--- src/rtl/id_ex_latch.sv ---
`default_nettype none
// ============================================================================
// Module   : id_ex_latch
// Brief    : ID/EX pipeline register with stall hold, flush bubble and a
//            per-slot valid bit. Optional macro ID_EX_RS_FWD_EN adds the
//            registered rs field for the forwarding unit.
// Revision : 1.0 - initial release
// ============================================================================
module id_ex_latch #(
    parameter int DATA_W = 32,
    parameter int REG_W  = 5
) (
    input  logic              clk,
    input  logic              rst,
    input  logic              stall,
    input  logic              flush,
    input  logic              valid_in,
    input  logic [1:0]        ctlwb_in,
    input  logic [2:0]        ctlm_in,
    input  logic [3:0]        ctlex_in,
    input  logic [DATA_W-1:0] npc_in,
    input  logic [DATA_W-1:0] readdat1_in,
    input  logic [DATA_W-1:0] readdat2_in,
    input  logic [DATA_W-1:0] signext_in,
    input  logic [REG_W-1:0]  instr_2016_in,
    input  logic [REG_W-1:0]  instr_1511_in,
`ifdef ID_EX_RS_FWD_EN
    input  logic [REG_W-1:0]  instr_2521_in,
    output logic [REG_W-1:0]  instrout_2521,
`endif
    output logic [1:0]        wb_ctlout,
    output logic [2:0]        m_ctlout,
    output logic              regdst,
    output logic [1:0]        alu_op,
    output logic              alu_src,
    output logic [5:0]        funct,
    output logic [DATA_W-1:0] npcout,
    output logic [DATA_W-1:0] rdata1out,
    output logic [DATA_W-1:0] rdata2out,
    output logic [DATA_W-1:0] s_extendout,
    output logic [REG_W-1:0]  instrout_2016,
    output logic [REG_W-1:0]  instrout_1511,
    output logic              valid_out
);

    logic [1:0]        ctlwb_q,  ctlwb_d;
    logic [2:0]        ctlm_q,   ctlm_d;
    logic [3:0]        ctlex_q,  ctlex_d;
    logic [DATA_W-1:0] npc_q,    npc_d;
    logic [DATA_W-1:0] rdata1_q, rdata1_d;
    logic [DATA_W-1:0] rdata2_q, rdata2_d;
    logic [DATA_W-1:0] sext_q,   sext_d;
    logic [REG_W-1:0]  rt_q,     rt_d;
    logic [REG_W-1:0]  rd_q,     rd_d;
    logic              valid_q,  valid_d;
`ifdef ID_EX_RS_FWD_EN
    logic [REG_W-1:0]  rs_q,     rs_d;
`endif

    always_comb begin
        ctlwb_d  = ctlwb_q;
        ctlm_d   = ctlm_q;
        ctlex_d  = ctlex_q;
        npc_d    = npc_q;
        rdata1_d = rdata1_q;
        rdata2_d = rdata2_q;
        sext_d   = sext_q;
        rt_d     = rt_q;
        rd_d     = rd_q;
        valid_d  = valid_q;
`ifdef ID_EX_RS_FWD_EN
        rs_d     = rs_q;
`endif
        if (flush) begin
            // Bubble is bit-identical to the reset state
            ctlwb_d  = '0;
            ctlm_d   = '0;
            ctlex_d  = '0;
            npc_d    = '0;
            rdata1_d = '0;
            rdata2_d = '0;
            sext_d   = '0;
            rt_d     = '0;
            rd_d     = '0;
            valid_d  = 1'b0;
`ifdef ID_EX_RS_FWD_EN
            rs_d     = '0;
`endif
        end else if (!stall) begin
            // An invalid slot must never carry write-enabling control downstream
            ctlwb_d  = valid_in ? ctlwb_in : 2'b00;
            ctlm_d   = valid_in ? ctlm_in  : 3'b000;
            ctlex_d  = ctlex_in;
            npc_d    = npc_in;
            rdata1_d = readdat1_in;
            rdata2_d = readdat2_in;
            sext_d   = signext_in;
            rt_d     = instr_2016_in;
            rd_d     = instr_1511_in;
            valid_d  = valid_in;
`ifdef ID_EX_RS_FWD_EN
            rs_d     = instr_2521_in;
`endif
        end
    end

    always_ff @(posedge clk or posedge rst) begin
        if (rst) begin
            ctlwb_q  <= '0;
            ctlm_q   <= '0;
            ctlex_q  <= '0;
            npc_q    <= '0;
            rdata1_q <= '0;
            rdata2_q <= '0;
            sext_q   <= '0;
            rt_q     <= '0;
            rd_q     <= '0;
            valid_q  <= 1'b0;
`ifdef ID_EX_RS_FWD_EN
            rs_q     <= '0;
`endif
        end else begin
            ctlwb_q  <= ctlwb_d;
            ctlm_q   <= ctlm_d;
            ctlex_q  <= ctlex_d;
            npc_q    <= npc_d;
            rdata1_q <= rdata1_d;
            rdata2_q <= rdata2_d;
            sext_q   <= sext_d;
            rt_q     <= rt_d;
            rd_q     <= rd_d;
            valid_q  <= valid_d;
`ifdef ID_EX_RS_FWD_EN
            rs_q     <= rs_d;
`endif
        end
    end

    assign wb_ctlout     = ctlwb_q;
    assign m_ctlout      = ctlm_q;
    assign regdst        = ctlex_q[3];
    assign alu_op        = ctlex_q[2:1];
    assign alu_src       = ctlex_q[0];
    assign funct         = sext_q[5:0];
    assign npcout        = npc_q;
    assign rdata1out     = rdata1_q;
    assign rdata2out     = rdata2_q;
    assign s_extendout   = sext_q;
    assign instrout_2016 = rt_q;
    assign instrout_1511 = rd_q;
    assign valid_out     = valid_q;
`ifdef ID_EX_RS_FWD_EN
    assign instrout_2521 = rs_q;
`endif

endmodule
`default_nettype wire
--- config.mk ---
export PLATFORM = sky130hd
export DESIGN_NAME = id_ex_latch
export DESIGN_NICKNAME = d
export VERILOG_FILES = /design/src/rtl/id_ex_latch.sv
export SDC_FILE = /design/constraint.sdc
export NUM_CORES = 1
export LEC_CHECK = 0
export ABC_AREA = 1
export BUFFER_PORTS_ARGS = -buffer_cell sky130_fd_sc_hd__buf_2
export CAP_MARGIN = 20
export CORE_MARGIN = 2
export CORE_UTILIZATION = 40
export DETAILED_ROUTE_END_ITERATION = 6
export HOLD_SLACK_MARGIN = 0.05
export PLACE_DENSITY = 0.73
export REMOVE_ABC_BUFFERS = 1
export SYNTH_ARGS = -nofsm -noshare
export SYNTH_HDL_FRONTEND = slang
export SYNTH_SLANG_ARGS = --single-unit
--- constraint.sdc ---
create_clock -name clk -period 5.29 [get_ports clk]
set_input_delay 0.2645 -clock clk [delete_from_list [all_inputs] [get_ports clk]]
set_output_delay 0.2645 -clock clk [all_outputs]
set_load 0.02 [all_outputs]
==> summary.md, run 1 <==
| Metric | Value |
|---|---|
| Hold violation total from the final report | 0 |
| Wirelength, routed | between 15 and 20 mm |
| Vias in the first global route | 5187 |
| Synth-to-Final Area Change | 59.0% |
| Total of endpoints with negative setup slack in the final report | 0 |
| HPWL Detailed | between 9 and 10 mm |
| Startpoint of the worst-slack reg-to-reg timing path | s_extendout[11] |
| Power per cell area | 322 nW/µm² |
| Slowest cell on crit path | sky130_fd_sc_hd__buf_4 |
| Clock-pin slew reported for the worst setup and hold paths after clock tree synthesis | roughly 0.060 ns |
| Final net count | roughly 1.2k |
| Placed cell areas | 7200 µm² |
| Portion of synthesized cell area occupied by the leading cell type | between 60% and 70% |
| Slew margin rel. | ~44% |
| Number of distinct library cells after synthesis | 8 |
| Run status | completed |
| Syn Inst Count | ~630 |
| Share of final-layout standard cells stronger than drive strength 1 | 32.8% |
| Setup repair after global routing missed its margin | no |
| Post-route insts no fill | approximately 1.2k |
| Pin count of the biggest net entering global routing | 95 |
| GRT Overall Usage | 21.0% |
| Largest driver fanout on the critical path | between 90 and 100 |
| Gr ovfl total | 0 |
| Number of cell instances on the worst register-to-register path | 2 |
| Dominant delay contributor by cell family on the critical path | buffers and inverters |
| Buffer levels on the longest clock path | 2 |
| Commonest non-fill, non-tap cell in the layout | sky130_fd_sc_hd__nand2_1 |
| Placed instance count | 1086 |
| Clk Latency, worst-skew pair | between 0.4 and 0.5 ns |
| H-tree levels | 4 |
| Highest-count cells in the layout ignoring fill and taps | 439 x sky130_fd_sc_hd__nand2_1, 305 x sky130_fd_sc_hd__buf_2, 148 x sky130_fd_sc_hd__dfrtp_1 |
| Post-synthesis cell type with the largest combined area | sky130_fd_sc_hd__dfrtp_1 |
| Capturing element type of the critical path | async pin |
| Final standard cell utilization of the core | between 60% and 70% |
| Number of optimization iterations in the first detailed-route pass | 5 |
| Hold-fix buffers, CTS | 109 |
| CORE AREA | roughly 14000 µm² |
| Worst Max-Slew Pin Slew | ~0.83 ns |
| Bufs and invs on worst path | 3 |
| Max-slew violation total from the final report | 0 |
| Tmin final | 1.25 ns |
| Cell count along the critical path | 3 |
| Sinks on the clock net | around 150 |
| First DRT Iteration DRCs | 270 |
| Stage delay of the slowest cell on the critical path | between 0.6 and 0.7 ns |
| Number of vias per cell after detailed routing | 4.44 |
| Initial Util | between 40 and 50% |
| Avg WL per Cell | 13.1 µm |
| Area of the die | between 10000 and 15000 µm² |
| Post-route design area | between 8000 and 9000 µm² |
| Synth warn | 0 |
| Number of clock buffers inserted by TritonCTS | 17 |
| Worst setup path startpoint | rst |
| Max-cap viol count | 0 |
| Resized Gates After CTS | 0 |
| Via total after detailed routing | roughly 5.4k |
| Worst min-delay path class | in -> async |
| Number of setup buffers added after CTS | 0 |
| DIE HEIGHT | between 100 and 150 µm |
| Setup TNS Final | 0 ns |
| Placer congestion estimate | about 0.78 |
| Required time worst endpoint | 5.76 ns |
| Average size of a mapped cell | a little under 9 µm² |
| TritonCTS clock tree | yes |
| Number of placed I/O pins | 306 |
| Leakage dissipation | 5.35 nW |
| Period utilisation layout | a little under a quarter |
| Register area share after synthesis | between 60% and 70% |
| Remaining antenna violation count after routing | 0 |
| DRC viols | 0 |
| Path type of the worst setup path | in -> async |
| Ranking of synthesized cells by area | sky130_fd_sc_hd__dfrtp_1 66%, sky130_fd_sc_hd__nand2_1 29%, sky130_fd_sc_hd__buf_2 2.6% |
| Worst path cell trace | buf_2 > inv_6 > buf_4 |
| Crit path launch type | input port |
| Root buffer cell | sky130_fd_sc_hd__clkbuf_16 |
| Number of antenna violations at the first check in global routing | 0 |
| Post-synthesis register bit count | 148 |
| Wire length of the first global-routing pass | 24.6 mm |
| FMAX | ~0.8 GHz |
| Number of placement rows | 43 |
| CP Data Arrival Time | ~1.7 ns |
| Final clock skew | 0 ns |
| Post-synthesis instance area | about 5600 µm² |
| IR drop worst, VDD | about 0.17 mV |
| Die Span X | between 100 and 150 µm |
| Antenna Cells | 0 |
| Number of port buffers | 305 |
state kept, by name, indices dropped and copies added, names as in the netlist:
signal	count
ctlex_q	4
instrout_1511	5
instrout_2016	5
m_ctlout	3
npcout	32
rdata1out	32
rdata2out	32
s_extendout	32
valid_out	1
wb_ctlout	2
final timing paths:
kind / to / slack, ns
max in group clk: s_extendout[1] / 4.04
worst min register to register: instrout_1511[3] / 0.46
min in group clk: rdata1out[11] / 0.06
worst max register to register: s_extendout[11] / 4.64
worst max-delay path: rdata1out[14] / 4.04
worst min-delay path: npcout[10] / 0.02
through the flow:
step / total power, mW / setup WS (ns) / hold slack (ns)
3_5_place_dp: 1.58 / 3.54 / 0.453
4_1_cts: 2.89 / 4.00 / 0.0501
5_1_grt: 2.99 / 3.77 / 0.0626
2_1_floorplan: 1.43 / 0.265 / 0.381
6_report: 2.87 / 4.04 / 0.0218
3_3_place_gp: 1.58 / 3.55 / 0.449
final cells by class:
cell class	count	area, µm²
timing repair buffer	419	2660
fill	1110	4860
clock inverter	10	146
inverter	2	12.5
tap	180	225
sequential	148	3700
multi-input combinational	446	1700
clock buffer	22	474
cells in the mapped netlist (all sizes together):
cell type    n
nand2      439
dfrtp      148
buf         38
nand3        5
inv          2
nor2         2
routing by layer:
metal,up-vias,GRT usage (%),wire (µm)
met5,-,0,0
met4,0,9.05,430
met3,35,5.90,1170
met2,218,36.6,8120
met1,2504,24.2,6340
li1,2692,-,-
worst register-to-register path: stages (launching register included):
cell	delay, ns
sky130_fd_sc_hd__dfrtp_1	0.39
sky130_fd_sc_hd__nand2_1	0.08
sky130_fd_sc_hd__nand2_1	0.07
report_power, final:
part           switching [mW]  internal [mW]
Sequential             0.0336           1.19
Combinational           0.231          0.165
Clock                   0.460          0.784
Total                   0.724           2.14
logic make-up (layout without fill, tap and decap cells):
| logic type | Yosys count | count (layout) | share of synthesized area (%) |
|---|---|---|---|
| AND/OR/NAND/NOR | 446 | 446 | 30.0 |
| buffers and inverters | 40 | 453 | 3.93 |
| flip-flops | 148 | 148 | 66.1 |
(Power assumes the default switching activity.)
==> run 2: changes to the inputs <==
PLACE_DENSITY = 0.76   (was 0.73)
clock period = 1.1 ns   (was 5.29 ns; I/O delays follow)
==> run 2 against run 1 <==
Compared with the run above: wire length grew 26%; critical path type is now in -> reg; critical endpoint is now m_ctlout[1]; setup slack lost 4.0 ns; clock power grew to 4.6 times the previous value; largest cell class unchanged; highest routed layer unchanged; via count grew 13%; clock-buffer cell count grew 2; hold slack gained 0.096 ns.
==> summary.md, run 2 (synthesis gave the netlist of run 1 again) <==
| Metric | Value |
|---|---|
| Run status | completed |
| Number of placed I/O pins | 306 (unchanged) |
| Clock-pin slew reported for the worst setup and hold paths after clock tree synthesis | 0.06 ns (about the same) |
| H-tree levels | 4 (unchanged) |
| Max-cap viol count | 0 (unchanged) |
| Most Frequent Cell on Critical Path | sky130_fd_sc_hd__dlygate4sd3_1 |
| Via total after detailed routing | 6154 (+13%) |
| Period utilisation layout | 99.4% |
| Number of placement rows | 43 (unchanged) |
| Number of optimization iterations in the first detailed-route pass | 5 (unchanged) |
| Internal power consumption | 10.3 mW (+380%) |
| Synth-to-Final Area Change | 72.2% |
| Gr ovfl total | 0 (unchanged) |
| Wirelength, routed | 20.2 mm (+26%) |
| Stage delay of the slowest cell on the critical path | 0.56 ns (-0.12 ns) |
| HPWL Detailed | 11.0 mm (+11%) |
| Comb pwr share | 16.1% (+2.3 points) |
| CP Data Arrival Time | 1.40 ns (-0.33 ns) |
| Worst hold endpoint | npcout[3] |
| Vias in the first global route | 6300 (+21%) |
| Avg WL per Cell | 15.6 µm (+19%) |
| Register-to-register setup slack | 0.41 ns (-4.23 ns) |
| Number of clock buffers inserted by TritonCTS | 17 (unchanged) |
| Terminus of the critical flop-to-flop path | s_extendout[4] |
| Pin count of the biggest net entering global routing | 74 (-22%) |
| Root buffer cell | sky130_fd_sc_hd__clkbuf_16 |
| Switch share | 25.6% (+0.38 points) |
| Area of the die | 15000 µm² (unchanged) |
| Max-slew violation total from the final report | 0 (unchanged) |
| First DRT Iteration DRCs | 331 (+23%) |
| FMAX | around 0.92 GHz |
| TritonCTS clock tree | yes |
| Clk Latency, worst-skew pair | 0.41 ns (about the same) |
| Startpoint of the worst-slack reg-to-reg timing path | s_extendout[4] |
| Commonest non-fill, non-tap cell in the layout | sky130_fd_sc_hd__nand2_1 |
| Hold violation total from the final report | 0 (unchanged) |
| Worst min-delay path class | in -> reg |
| Final net count | 1255 (+5.8%) |
| Final standard cell utilization of the core | 70.1% (+5.4 points) |
| Number of port buffers | 305 (unchanged) |
| IR drop worst, VDD | 1.14 mV (+580%) |
| Highest-count cells in the layout ignoring fill and taps | 439 x sky130_fd_sc_hd__nand2_1, 305 x sky130_fd_sc_hd__buf_2, 152 x sky130_fd_sc_hd__dlygate4sd3_1 |
| Largest driver fanout on the critical path | 1 (-99%) |
| Total of endpoints with negative setup slack in the final report | 0 (unchanged) |
| Post-route insts no fill | 1296 (+5.6%) |
| Sinks on the clock net | 148 (unchanged) |
| Final clock skew | 0 ns (unchanged) |
| Slowest cell on crit path | sky130_fd_sc_hd__dlygate4sd3_1 |
| Number of vias per cell after detailed routing | 4.75 (+6.9%) |
| Share of final-layout standard cells stronger than drive strength 1 | 32.9% (+0.13 points) |
| Power per cell area | 1440 nW/µm² (+350%) |
| Crit path launch type | input port |
| GRT Overall Usage | 26.2% (+5.2 points) |
| Initial Util | 40.7% (unchanged) |
| Placer congestion estimate | 0.828 (+6.3%) |
| Path type of the worst setup path | in -> reg |
| Number of antenna violations at the first check in global routing | 0 (unchanged) |
| Switching Power | 3.56 mW (+390%) |
| Worst Max-Slew Pin Slew | 0.364 ns (-0.470 ns) |
| Tmin final | 1.09 ns |
| Worst path cell trace | dlygate4sd3_1 > buf_2 > nand3_1 > dlygate4sd3_1 > nand2_1 |
| Buffer levels on the longest clock path | 2 (unchanged) |
| DIE HEIGHT | 122 µm (unchanged) |
| Number of cell instances on the worst register-to-register path | 2 (unchanged) |
| Worst Hold Depth | 5 |
| Dominant delay contributor by cell family on the critical path | buffers and inverters |
| Slew margin rel. | 75.7% (+31 points) |
| Setup TNS Final | 0 ns (unchanged) |
| Antenna Cells | 0 (unchanged) |
| Required time worst endpoint | 1.40 ns (-4.36 ns) |
| Capturing element type of the critical path | register |
| CORE AREA | 13800 µm² (unchanged) |
| Remaining antenna violation count after routing | 0 (unchanged) |
| Proportion of power drawn by the clock network | 41.3% (-2.1 points) |
| Startpoint of the tightest hold check path | flush |
| Flop pwr share | 42.6% (-0.2 points) |
| Die Span X | 122 µm (unchanged) |
| Leakage dissipation | 5.70 nW (+6.5%) |
| Wire length of the first global-routing pass | 30.1 mm (+23%) |
| DRC viols | 0 (unchanged) |
| Placed instance count | 1109 (+2.1%) |
| Bufs and invs on worst path | 3 (unchanged) |
[run 2: cell types whose count changed in the layout (fill, tap and decap cells not counted), sizes merged]
cell / change
dlygate4sd3: +43
buf: +24
clkbuf: +3
clkinv: +3
clkinvlp: -2
inv: -2
bufinv: -1
dlymetal6s4s: +1
[run 2: final cells by class]
class	count	area (µm²)
inverters	2	12.5
fillers	936	4120
flip-flops and latches	148	3700
repair buffers	488	3430
multi-input cells	446	1700
clock buffers	24	492
well taps	180	225
clock inverters	8	98.8
[run 2: worst max-delay path by stage]
stage / end / cells after the start / slack [ns] / start
4_1_cts: wb_ctlout[0] / 5 / 0.04 / ctlwb_in[0]
2_1_floorplan: m_ctlout[0] / 3 / -3.72 / stall
5_1_grt: m_ctlout[1] / 5 / -0.001 / ctlm_in[1]
3_5_place_dp: rdata2out[0] / 7 / 0.10 / stall
3_3_place_gp: npcout[18] / 7 / 0.14 / stall
6_report: m_ctlout[1] / 5 / 0.007 / ctlm_in[1]
[run 2: metrics by stage]
stage / worst slack, ns / total power [mW] / instance area [µm²] / hold slack [ns]
final: 0.00712 / 13.9 / 9660 / 0.118
after global routing: -0.00143 / 14.5 / 9660 / 0.114
after CTS: 0.0376 / 13.9 / 9620 / 0.101
after detailed placement: 0.103 / 7.73 / 7500 / 0.0822
after global placement: 0.144 / 7.70 / 7500 / 0.0791
after floorplan: -3.72 / 6.88 / 5390 / 0.172
[run 2: tightest hold or removal path: cells and delay by family]
family,cells,cell delay [ns]
AND/OR/NAND/NOR,3,0.16
buffers and inverters,2,0.27
[run 2: power by group through the flow]
stage / registers [mW] / logic, mW / clock network [mW]
floorplan: 6.39 / 0.482 / 0
global placement: 5.99 / 1.71 / 0
detailed placement: 5.99 / 1.74 / 0
CTS: 5.91 / 2.15 / 5.82
global route: 5.95 / 2.40 / 6.11
finish: 5.92 / 2.24 / 5.73
[run 2: timing repair]
action | in CTS | in global routing
hold endpoints to repair | 296 | 1
resized for setup | 0 | 1
endpoints found under the setup margin | 0 | 2
hold buffers | 153 | 1
setup buffers | 0 | 1
[run 2: layer usage]
layer,GRT usage (%),vias up,part of all wire [%]
met5,0,-,0
met4,15.5,0,5.1
met3,7.16,88,7.2
met2,46.4,336,51
met1,27.9,2887,37
li1,-,2843,-
